[src/rtl/pms_mem_issue.sv]
// Pre-memory stage: latches an instruction pair, flags AdEL/AdES and issues up to two
// data-SRAM requests (slot 1 first). Optional stall counter under PMS_STALL_CNT_EN.
module pms_mem_issue #(
  parameter int ADDR_W = 32,
  parameter int DATA_W = 32
) (
  input  logic              clk,
  input  logic              reset,
  input  logic              clear_all,
  input  logic              es_to_pms_valid,
  output logic              pms_allowin,
  input  logic              inst1_valid,
  input  logic              inst1_mem_re,
  input  logic              inst1_mem_we,
  input  logic [1:0]        inst1_size,
  input  logic [ADDR_W-1:0] inst1_addr,
  input  logic [DATA_W-1:0] inst1_wdata,
  input  logic              inst1_except_in,
  input  logic              inst2_valid,
  input  logic              inst2_mem_re,
  input  logic              inst2_mem_we,
  input  logic [1:0]        inst2_size,
  input  logic [ADDR_W-1:0] inst2_addr,
  input  logic [DATA_W-1:0] inst2_wdata,
  input  logic              inst2_except_in,
  output logic              data_sram_req,
  output logic              data_sram_wr,
  output logic [1:0]        data_sram_size,
  output logic [ADDR_W-1:0] data_sram_addr,
  output logic [3:0]        data_sram_wstrb,
  output logic [DATA_W-1:0] data_sram_wdata,
  input  logic              data_sram_addr_ok,
  input  logic              ms_allowin,
  output logic              pms_to_ms_valid,
  output logic              inst1_ale,
  output logic [4:0]        inst1_exccode,
  output logic [ADDR_W-1:0] inst1_badvaddr,
  output logic              inst1_req_sent,
  output logic              inst2_ale,
  output logic [4:0]        inst2_exccode,
  output logic [ADDR_W-1:0] inst2_badvaddr,
  output logic              inst2_req_sent
`ifdef PMS_STALL_CNT_EN
  , output logic [31:0]     pms_stall_cnt
`endif
);

  typedef enum logic [2:0] {IDLE, REQ1, REQ2, DONE, DRAIN} state_e;

  typedef struct packed {
    logic              valid;
    logic              re;
    logic              we;
    logic [1:0]        size;
    logic [ADDR_W-1:0] addr;
    logic [DATA_W-1:0] wdata;
    logic              exc;
  } slot_t;

  function automatic logic ale_f(input slot_t s);
    logic mis;
    case (s.size)
      2'd0:    mis = 1'b0;
      2'd1:    mis = s.addr[0];
      default: mis = (s.addr[1:0] != 2'b00);
    endcase
    return s.valid & (s.re | s.we) & mis;
  endfunction

  function automatic logic need1_f(input slot_t s1);
    return s1.valid & (s1.re | s1.we) & !s1.exc & !ale_f(s1);
  endfunction

  // A faulting slot 1 suppresses slot 2's request so exceptions stay precise.
  function automatic logic need2_f(input slot_t s1, input slot_t s2);
    return s2.valid & (s2.re | s2.we) & !s2.exc & !ale_f(s2) & !(s1.exc | ale_f(s1));
  endfunction

  function automatic logic [3:0] wstrb_f(input logic we, input logic [1:0] size, input logic [1:0] lo);
    if (!we) return 4'b0000;
    case (size)
      2'd0:    return 4'b0001 << lo;
      2'd1:    return 4'b0011 << lo;
      default: return 4'b1111;
    endcase
  endfunction

  function automatic logic [DATA_W-1:0] wdata_f(input logic [1:0] size, input logic [DATA_W-1:0] w);
    case (size)
      2'd0:    return DATA_W'({4{w[7:0]}});
      2'd1:    return DATA_W'({2{w[15:0]}});
      default: return w;
    endcase
  endfunction

  state_e state_q, state_d;
  slot_t  s1_q, s2_q, in1_s, in2_s;
  logic   pms_valid_q, pms_valid_d;
  logic   sent1_q, sent1_d, sent2_q, sent2_d;
  logic   drain2_q, drain2_d;
  logic   ready_go, handoff, latch, need2_q;
  state_e target_in;

  assign in1_s = '{inst1_valid, inst1_mem_re, inst1_mem_we, inst1_size, inst1_addr, inst1_wdata, inst1_except_in};
  assign in2_s = '{inst2_valid, inst2_mem_re, inst2_mem_we, inst2_size, inst2_addr, inst2_wdata, inst2_except_in};

  assign ready_go        = (state_q == DONE);
  assign pms_allowin     = (state_q != DRAIN) & (!pms_valid_q | (ready_go & ms_allowin));
  assign latch           = es_to_pms_valid & pms_allowin & !clear_all;
  assign handoff         = pms_valid_q & ready_go & ms_allowin;
  assign pms_to_ms_valid = pms_valid_q & ready_go;
  assign need2_q         = need2_f(s1_q, s2_q);
  assign target_in       = need1_f(in1_s) ? REQ1 : (need2_f(in1_s, in2_s) ? REQ2 : DONE);

  always_comb begin
    state_d     = state_q;
    pms_valid_d = pms_valid_q;
    sent1_d     = sent1_q;
    sent2_d     = sent2_q;
    drain2_d    = drain2_q;
    if (clear_all)    pms_valid_d = 1'b0;
    else if (latch)   pms_valid_d = 1'b1;
    else if (handoff) pms_valid_d = 1'b0;
    else              pms_valid_d = pms_valid_q;
    if (latch) begin
      sent1_d = 1'b0;
      sent2_d = 1'b0;
    end else begin
      sent1_d = sent1_q;
    end
    case (state_q)
      IDLE:  state_d = latch ? target_in : IDLE;
      REQ1: begin
        if (clear_all) begin
          state_d  = data_sram_addr_ok ? IDLE : DRAIN;
          drain2_d = 1'b0;
        end else if (data_sram_addr_ok) begin
          sent1_d = 1'b1;
          state_d = need2_q ? REQ2 : DONE;
        end else begin
          state_d = REQ1;
        end
      end
      REQ2: begin
        if (clear_all) begin
          state_d  = data_sram_addr_ok ? IDLE : DRAIN;
          drain2_d = 1'b1;
        end else if (data_sram_addr_ok) begin
          sent2_d = 1'b1;
          state_d = DONE;
        end else begin
          state_d = REQ2;
        end
      end
      DONE: begin
        if (clear_all)    state_d = IDLE;
        else if (handoff) state_d = latch ? target_in : IDLE;
        else              state_d = DONE;
      end
      // The flushed request must still complete its handshake before the bus is released.
      DRAIN:   state_d = data_sram_addr_ok ? IDLE : DRAIN;
      default: state_d = IDLE;
    endcase
  end

  always_ff @(posedge clk) begin
    if (reset) begin
      state_q     <= IDLE;
      pms_valid_q <= 1'b0;
      sent1_q     <= 1'b0;
      sent2_q     <= 1'b0;
      drain2_q    <= 1'b0;
      s1_q        <= '0;
      s2_q        <= '0;
    end else begin
      state_q     <= state_d;
      pms_valid_q <= pms_valid_d;
      sent1_q     <= sent1_d;
      sent2_q     <= sent2_d;
      drain2_q    <= drain2_d;
      if (latch) begin
        s1_q <= in1_s;
        s2_q <= in2_s;
      end
    end
  end

  logic use2;
  assign use2            = (state_q == REQ2) | ((state_q == DRAIN) & drain2_q);
  assign data_sram_req   = (state_q == REQ1) | (state_q == REQ2) | (state_q == DRAIN);
  assign data_sram_wr    = use2 ? s2_q.we : s1_q.we;
  assign data_sram_size  = use2 ? s2_q.size : s1_q.size;
  assign data_sram_addr  = use2 ? s2_q.addr : s1_q.addr;
  assign data_sram_wstrb = use2 ? wstrb_f(s2_q.we, s2_q.size, s2_q.addr[1:0])
                                : wstrb_f(s1_q.we, s1_q.size, s1_q.addr[1:0]);
  assign data_sram_wdata = use2 ? wdata_f(s2_q.size, s2_q.wdata) : wdata_f(s1_q.size, s1_q.wdata);

  assign inst1_ale      = pms_valid_q & ale_f(s1_q);
  assign inst2_ale      = pms_valid_q & ale_f(s2_q);
  assign inst1_exccode  = inst1_ale ? (s1_q.we ? 5'h05 : 5'h04) : 5'h00;
  assign inst2_exccode  = inst2_ale ? (s2_q.we ? 5'h05 : 5'h04) : 5'h00;
  assign inst1_badvaddr = inst1_ale ? s1_q.addr : '0;
  assign inst2_badvaddr = inst2_ale ? s2_q.addr : '0;
  assign inst1_req_sent = sent1_q;
  assign inst2_req_sent = sent2_q;

`ifdef PMS_STALL_CNT_EN
  logic [31:0] stall_cnt_q;
  always_ff @(posedge clk) begin
    if (reset)                                       stall_cnt_q <= 32'd0;
    else if (data_sram_req & !data_sram_addr_ok)     stall_cnt_q <= stall_cnt_q + 32'd1;
    else                                             stall_cnt_q <= stall_cnt_q;
  end
  assign pms_stall_cnt = stall_cnt_q;
`endif

endmodule

[config.mk]
export PLATFORM = sky130hd
export DESIGN_NAME = pms_mem_issue
export DESIGN_NICKNAME = d
export VERILOG_FILES = /design/src/rtl/pms_mem_issue.sv
export SDC_FILE = /design/constraint.sdc
export NUM_CORES = 1
export LEC_CHECK = 0
export BUFFER_PORTS_ARGS = -buffer_cell sky130_fd_sc_hd__buf_4
export CAP_MARGIN = 20
export CORE_MARGIN = 2
export CORE_UTILIZATION = 39
export CTS_BUF_LIST = sky130_fd_sc_hd__clkbuf_8
export DETAILED_ROUTE_END_ITERATION = 6
export PLACE_DENSITY = 0.74
export SYNTH_ARGS = -nofsm -noshare
export SYNTH_HDL_FRONTEND = slang
export SYNTH_SLANG_ARGS = --single-unit
[constraint.sdc]
create_clock -name clk -period 3.6 [get_ports clk]
set_input_delay 0.18 -clock clk [delete_from_list [all_inputs] [get_ports clk]]
set_output_delay 0.18 -clock clk [all_outputs]
set_load 0.02 [all_outputs]
* Yosys cells after proc, flatten, opt, wreduce, memory -nomap -nowiden
Index checks and enable logic that the tools add are counted.
Cells by class: magnitude comparators 0, reductions and logical operators 23, $add $sub $neg 0, div/mod/pow operators 0, eq/ne operators 11, bitwise gates (word level) 35, shifts and indexed selects 4, $mul 0, muxes and demuxes 46
Operators with widths (count):
- $mux W32 | 4
- $pmux W32 S2 | 2
- $and A1 B1 Y1 | 25
- $mux W1 | 18
- $pmux W4 S2 | 2
- $mux W3 | 5
- $pmux W3 S5 | 1
- $mux W2 | 6
- $mux W4 | 3
- $reduce_bool A2 Y1 | 6
- $logic_not A1 Y1 | 10
- $or A1 B1 Y1 | 10
- $pmux W1 S2 | 5
- $eq A2 B1 Y1 const B | 4
- $logic_not A2 Y1 | 4
- $shl A1 B2 Y4 const A | 2
- $shl A2 B2 Y4 const A | 2
- $eq A3 B2 Y1 const B | 2
- $ne A2 B2 Y1 const B | 2
- $eq A3 B1 Y1 const B | 1
- $eq A3 B3 Y1 const B | 1
- $logic_not A3 Y1 | 1
- $ne A3 B3 Y1 const B | 1
- $reduce_and A3 Y1 | 1
- $reduce_or A2 Y1 | 1
Word-level totals: output and inout bits 152, bits of input ports 146, memories 0, memory bits (read-only) 0, bits in writable memories 0, register bits 147, bits in latches 0

* Depth between registers and ports, before layout
depth after elaboration 12, depth in mapped cells 9, gate-level depth less buffers 5

* Worst setup path before layout
OpenSTA, ideal clock, no wires.
path type flip-flop to output port, from register s1_q[33] (netlist bit), to output inst1_badvaddr[22], stages on the path, launching flop included 5, required time 3.420 ns, path slack 1.684 ns, arrival 1.736 ns, cells stage by stage dfxtp_1 a21oi_1 nor4_1 clkbuf_1 and2_1
On the way: word-level cells in the longest chain between the ends 5
Ends and longest elaborated chain:
- start: declaration | RTL line 97 | slot_t s1_q, s2_q, in1_s, in2_s;
- start signal: assignment | RTL line 182 | s1_q <= in1_s;
- $reduce_bool A2 Y1 | RTL line 65 | default: mis = (s.addr[1:0] != 2'b00);
- $pmux W1 S2 (*) | RTL line 62 | case (s.size)
- $and A1 B1 Y1 (*) | RTL line 67 | return s.valid & (s.re | s.we) & mis;
- $and A1 B1 Y1 (*) | RTL line 198 | assign inst1_ale = pms_valid_q & ale_f(s1_q);
- named net inst1_ale | RTL line 35 | output logic inst1_ale,
- $mux W32 (*) | RTL line 202 | assign inst1_badvaddr = inst1_ale ? s1_q.addr : '0;
- end: declaration | RTL line 37 | output logic [ADDR_W-1:0] inst1_badvaddr,
The timed path passes the listed nets; every way through them passes the cells marked *.

* Worst setup path in the final report
from register s2_q[65] (netlist bit), to output inst2_badvaddr[2]
On the way: word-level cells in the longest chain between the ends 5, elaborated cells on any way between the ends 6
Ends and longest elaborated chain:
- start: declaration | RTL line 97
- start signal: assignment | RTL line 183 | s2_q <= in2_s;
- $eq A2 B1 Y1 or $logic_not A2 Y1 (tied branches) | RTL line 62
- $pmux W1 S2 (*) | RTL line 62
- $and A1 B1 Y1 (*) | RTL line 67
- $and A1 B1 Y1 (*) | RTL line 199 | assign inst2_ale = pms_valid_q & ale_f(s2_q);
- $mux W32 (*) | RTL line 203 | assign inst2_badvaddr = inst2_ale ? s2_q.addr : '0;
- end: declaration | RTL line 41 | output logic [ADDR_W-1:0] inst2_badvaddr,
Every way passes the cells marked *; elsewhere a longest branch is shown, timed or not.

==> impl_metrics.ini <==
[cts]
cts_setup_buffers = 0
cts_buffers = 17
insertion_delay_ns = 0.46
htree_num_levels = 4
cts.clk_slew.worst_paths_ns = 0.08
cts_hold_buf = 141
cts_resized = 0
cts-root-buf = clkbuf_8
clockBufferDepth = 2
cts_tree = done
cts.sinks = 147

[critical_path]
worstPathRequired_ns = 3.42
cp-end-kind = output port
path_cells = nor2_2 -> nor2_1 -> and3_1 -> buf_4 -> and2_1 -> buf_4
start_kind = register
crit_fanout = 18
critPathKind = register to output port
worstPathArrival_ns = 2.82
crit_path_frequent_cell = buf_4
slowest_delay_ns = 0.71
path_delay_family = simple AND/OR/NAND/NOR gates
critPathBufInv = 2
worst_path_max_delay_cell = dfxtp_1

[synthesis]
synth_top_area_cell = dfxtp_1
seq_area_frac_synth = 0.3974
synth_cell_types = 41
synth_edf_count = 0
synthTopCellsByArea = dfxtp_1, nand2_1, a21oi_1
yosys_register_bits = 147
syn_area_sq_um = 7405
yosys_warnings = 0
yosysMostFrequentCell = nand2_1
async_flop_share = 0
ys.flop_type = dfxtp_1
yosysTopAreaCellShare = 0.3974
synthCells = 990
syn-mean-instance-area_sq_um = 7.479
synthTopCellsByCount = nand2_1, a21oi_1, dfxtp_1

[power]
leakage_nw = 4.847
powerDensity_nw_per_um2 = 355.7
ir_drop_uv = 216.5

[routing]
drc = 0
ant_nets = 0
wl_um = 27990
vias_per_cell = 5.116
wl_per_cell_um = 17.31
vias = 8273
firstDrtPassIters = 7
drt_iter0_markers = 374

[layout]
layoutNonFillerInstCount = 1617
design_area_sq_um = 11450
area_delta_synth_final_pct = 54.58
final_net_count = 1516
layout-drive-gt1-share = 0.2771

[timing]
worst_pin_slew_ns = 0.9694
period_share = 0.8324
fmaxAchievable_mhz = 333.7
hold_viol_final = 0
setup-violations-final = 0
rsz0062_at_grt = no
maxSlewHeadroom = 0.3514
fin_crit_ns = 2.997
skew_ns = 0.01002
slew_viol_final = 0
setup_tns_ns = 0

[floorplanning]
pin_count = 298
fp.dieW_um = 141.8
rows = 50
dieArea_sq_um = 20100
core_sq_um = 18640
die_h_um = 141.8
start_util = 0.3972

[grt]
track_usage = 0.2670
grt_pass1_vias = 7914
grt_max_degree = 107
grt_pass1_wl_um = 42140
antenna_found_initial = 1
overflow = 0

[place]
place_congestion = 0.8690
dp_hpwl_um = 18180
dp.cells = 1444
io_buffer_count = 291
place_area_sq_um = 9610

[outcome]
status = complete, no violations

[min_path]
hp-class = input port to register

[flow_run]
drv_cap = 0
==> path summary, 6_finish.rpt <==
check / slack, ns / startpoint / cells after the start / endpoint
worst max-delay path: 0.60 / s2_q[65] / 6 / inst2_badvaddr[2]
worst min-delay path: 0.03 / inst2_wdata[31] / 3 / s2_q[32]
worst max register to register: 1.12 / state_q[2] / 6 / s1_q[45]
worst min register to register: 0.46 / s1_q[24] / 2 / s1_q[24]
==> registers in the layout, indices dropped and copies added, names as in the netlist <==
| name | flops |
|---|---|
| drain2_q | 1 |
| inst1_req_sent | 1 |
| inst2_req_sent | 1 |
| pms_valid_q | 1 |
| s1_q | 70 |
| s2_q | 70 |
| state_q | 3 |
==> layout by cell type, fill, tap and decap left out, drive strengths merged, types with 6 or more instances in the layout <==
master	netlist	layout
a211oi	17	17
a21oi	175	175
and2	67	67
buf	45	303
clkbuf	43	17
conb	1	6
dfxtp	147	147
dlygate4sd3	0	141
mux2	43	43
mux2i	32	32
nand2	299	299
nor2	29	29
nor2b	20	20
o21ai	29	29
==> routing by layer <==
| layer | wire length (um) | GRT usage | up-vias |
|---|---|---|---|
| met5 | 0 | 0 | - |
| met4 | 688 | 0.09842 | 0 |
| met3 | 1795 | 0.06142 | 42 |
| met2 | 14270 | 0.4826 | 335 |
| met1 | 11230 | 0.3072 | 3852 |
| li1 | - | - | 4044 |
==> worst register-to-register path, stage by stage (launching register included) <==
cell	delay [ns]
dfxtp_1	0.51
or3b_4	0.46
o211ai_2	0.14
or2_4	0.67
buf_4	0.39
nand2_1	0.08
a21oi_1	0.17
==> area by class of cell <==
class	count	area [sq um]
Fill cell	1545	7197
Multi-Input combinational cell	758	4068
Timing Repair Buffer	444	3711
Sequential cell	147	2943
Tap cell	234	292.8
Clock buffer	17	234.0
Clock inverter	14	187.7
Inverter	2	7.507
Antenna cell	1	2.502
==> power breakdown <==
| part | total (mW) | internal, mW | switching, mW |
|---|---|---|---|
| Combinational | 0.861 | 0.424 | 0.437 |
| Clock | 1.41 | 0.749 | 0.665 |
| Sequential | 1.80 | 1.71 | 0.0909 |
==> cell families (layout without fill, tap and decap cells) <==
logic type / Yosys count / in the layout / share of synthesized area
xor gates and xnor gates: 1 / 1 / 0.001183
DFF: 147 / 147 / 0.3974
muxes: 75 / 75 / 0.1087
and+or+nand+nor: 440 / 440 / 0.2614
buffers and inverters: 90 / 477 / 0.05948
AOI/OAI and AO/OA: 236 / 236 / 0.1713
other: 1 / 7 / 0.0005064
==> per-stage QoR <==
| stage | total power [mW] | util | worst slack, ns | hold slack (ns) |
|---|---|---|---|---|
| finish | 4.072 | 0.6140 | 0.6035 | 0.03133 |
| global route | 4.232 | 0.6140 | 0.4426 | 0.02913 |
| CTS | 4.079 | 0.6138 | 0.5983 | 0.02109 |
| detailed placement | 2.553 | 0.5155 | 1.108 | 0.4144 |
| global placement | 2.546 | 0.5155 | 1.202 | 0.4251 |
| floorplan | 2.224 | - | 1.684 | 0.2585 |
No activity file was read; power rests on OpenSTA's default activity.
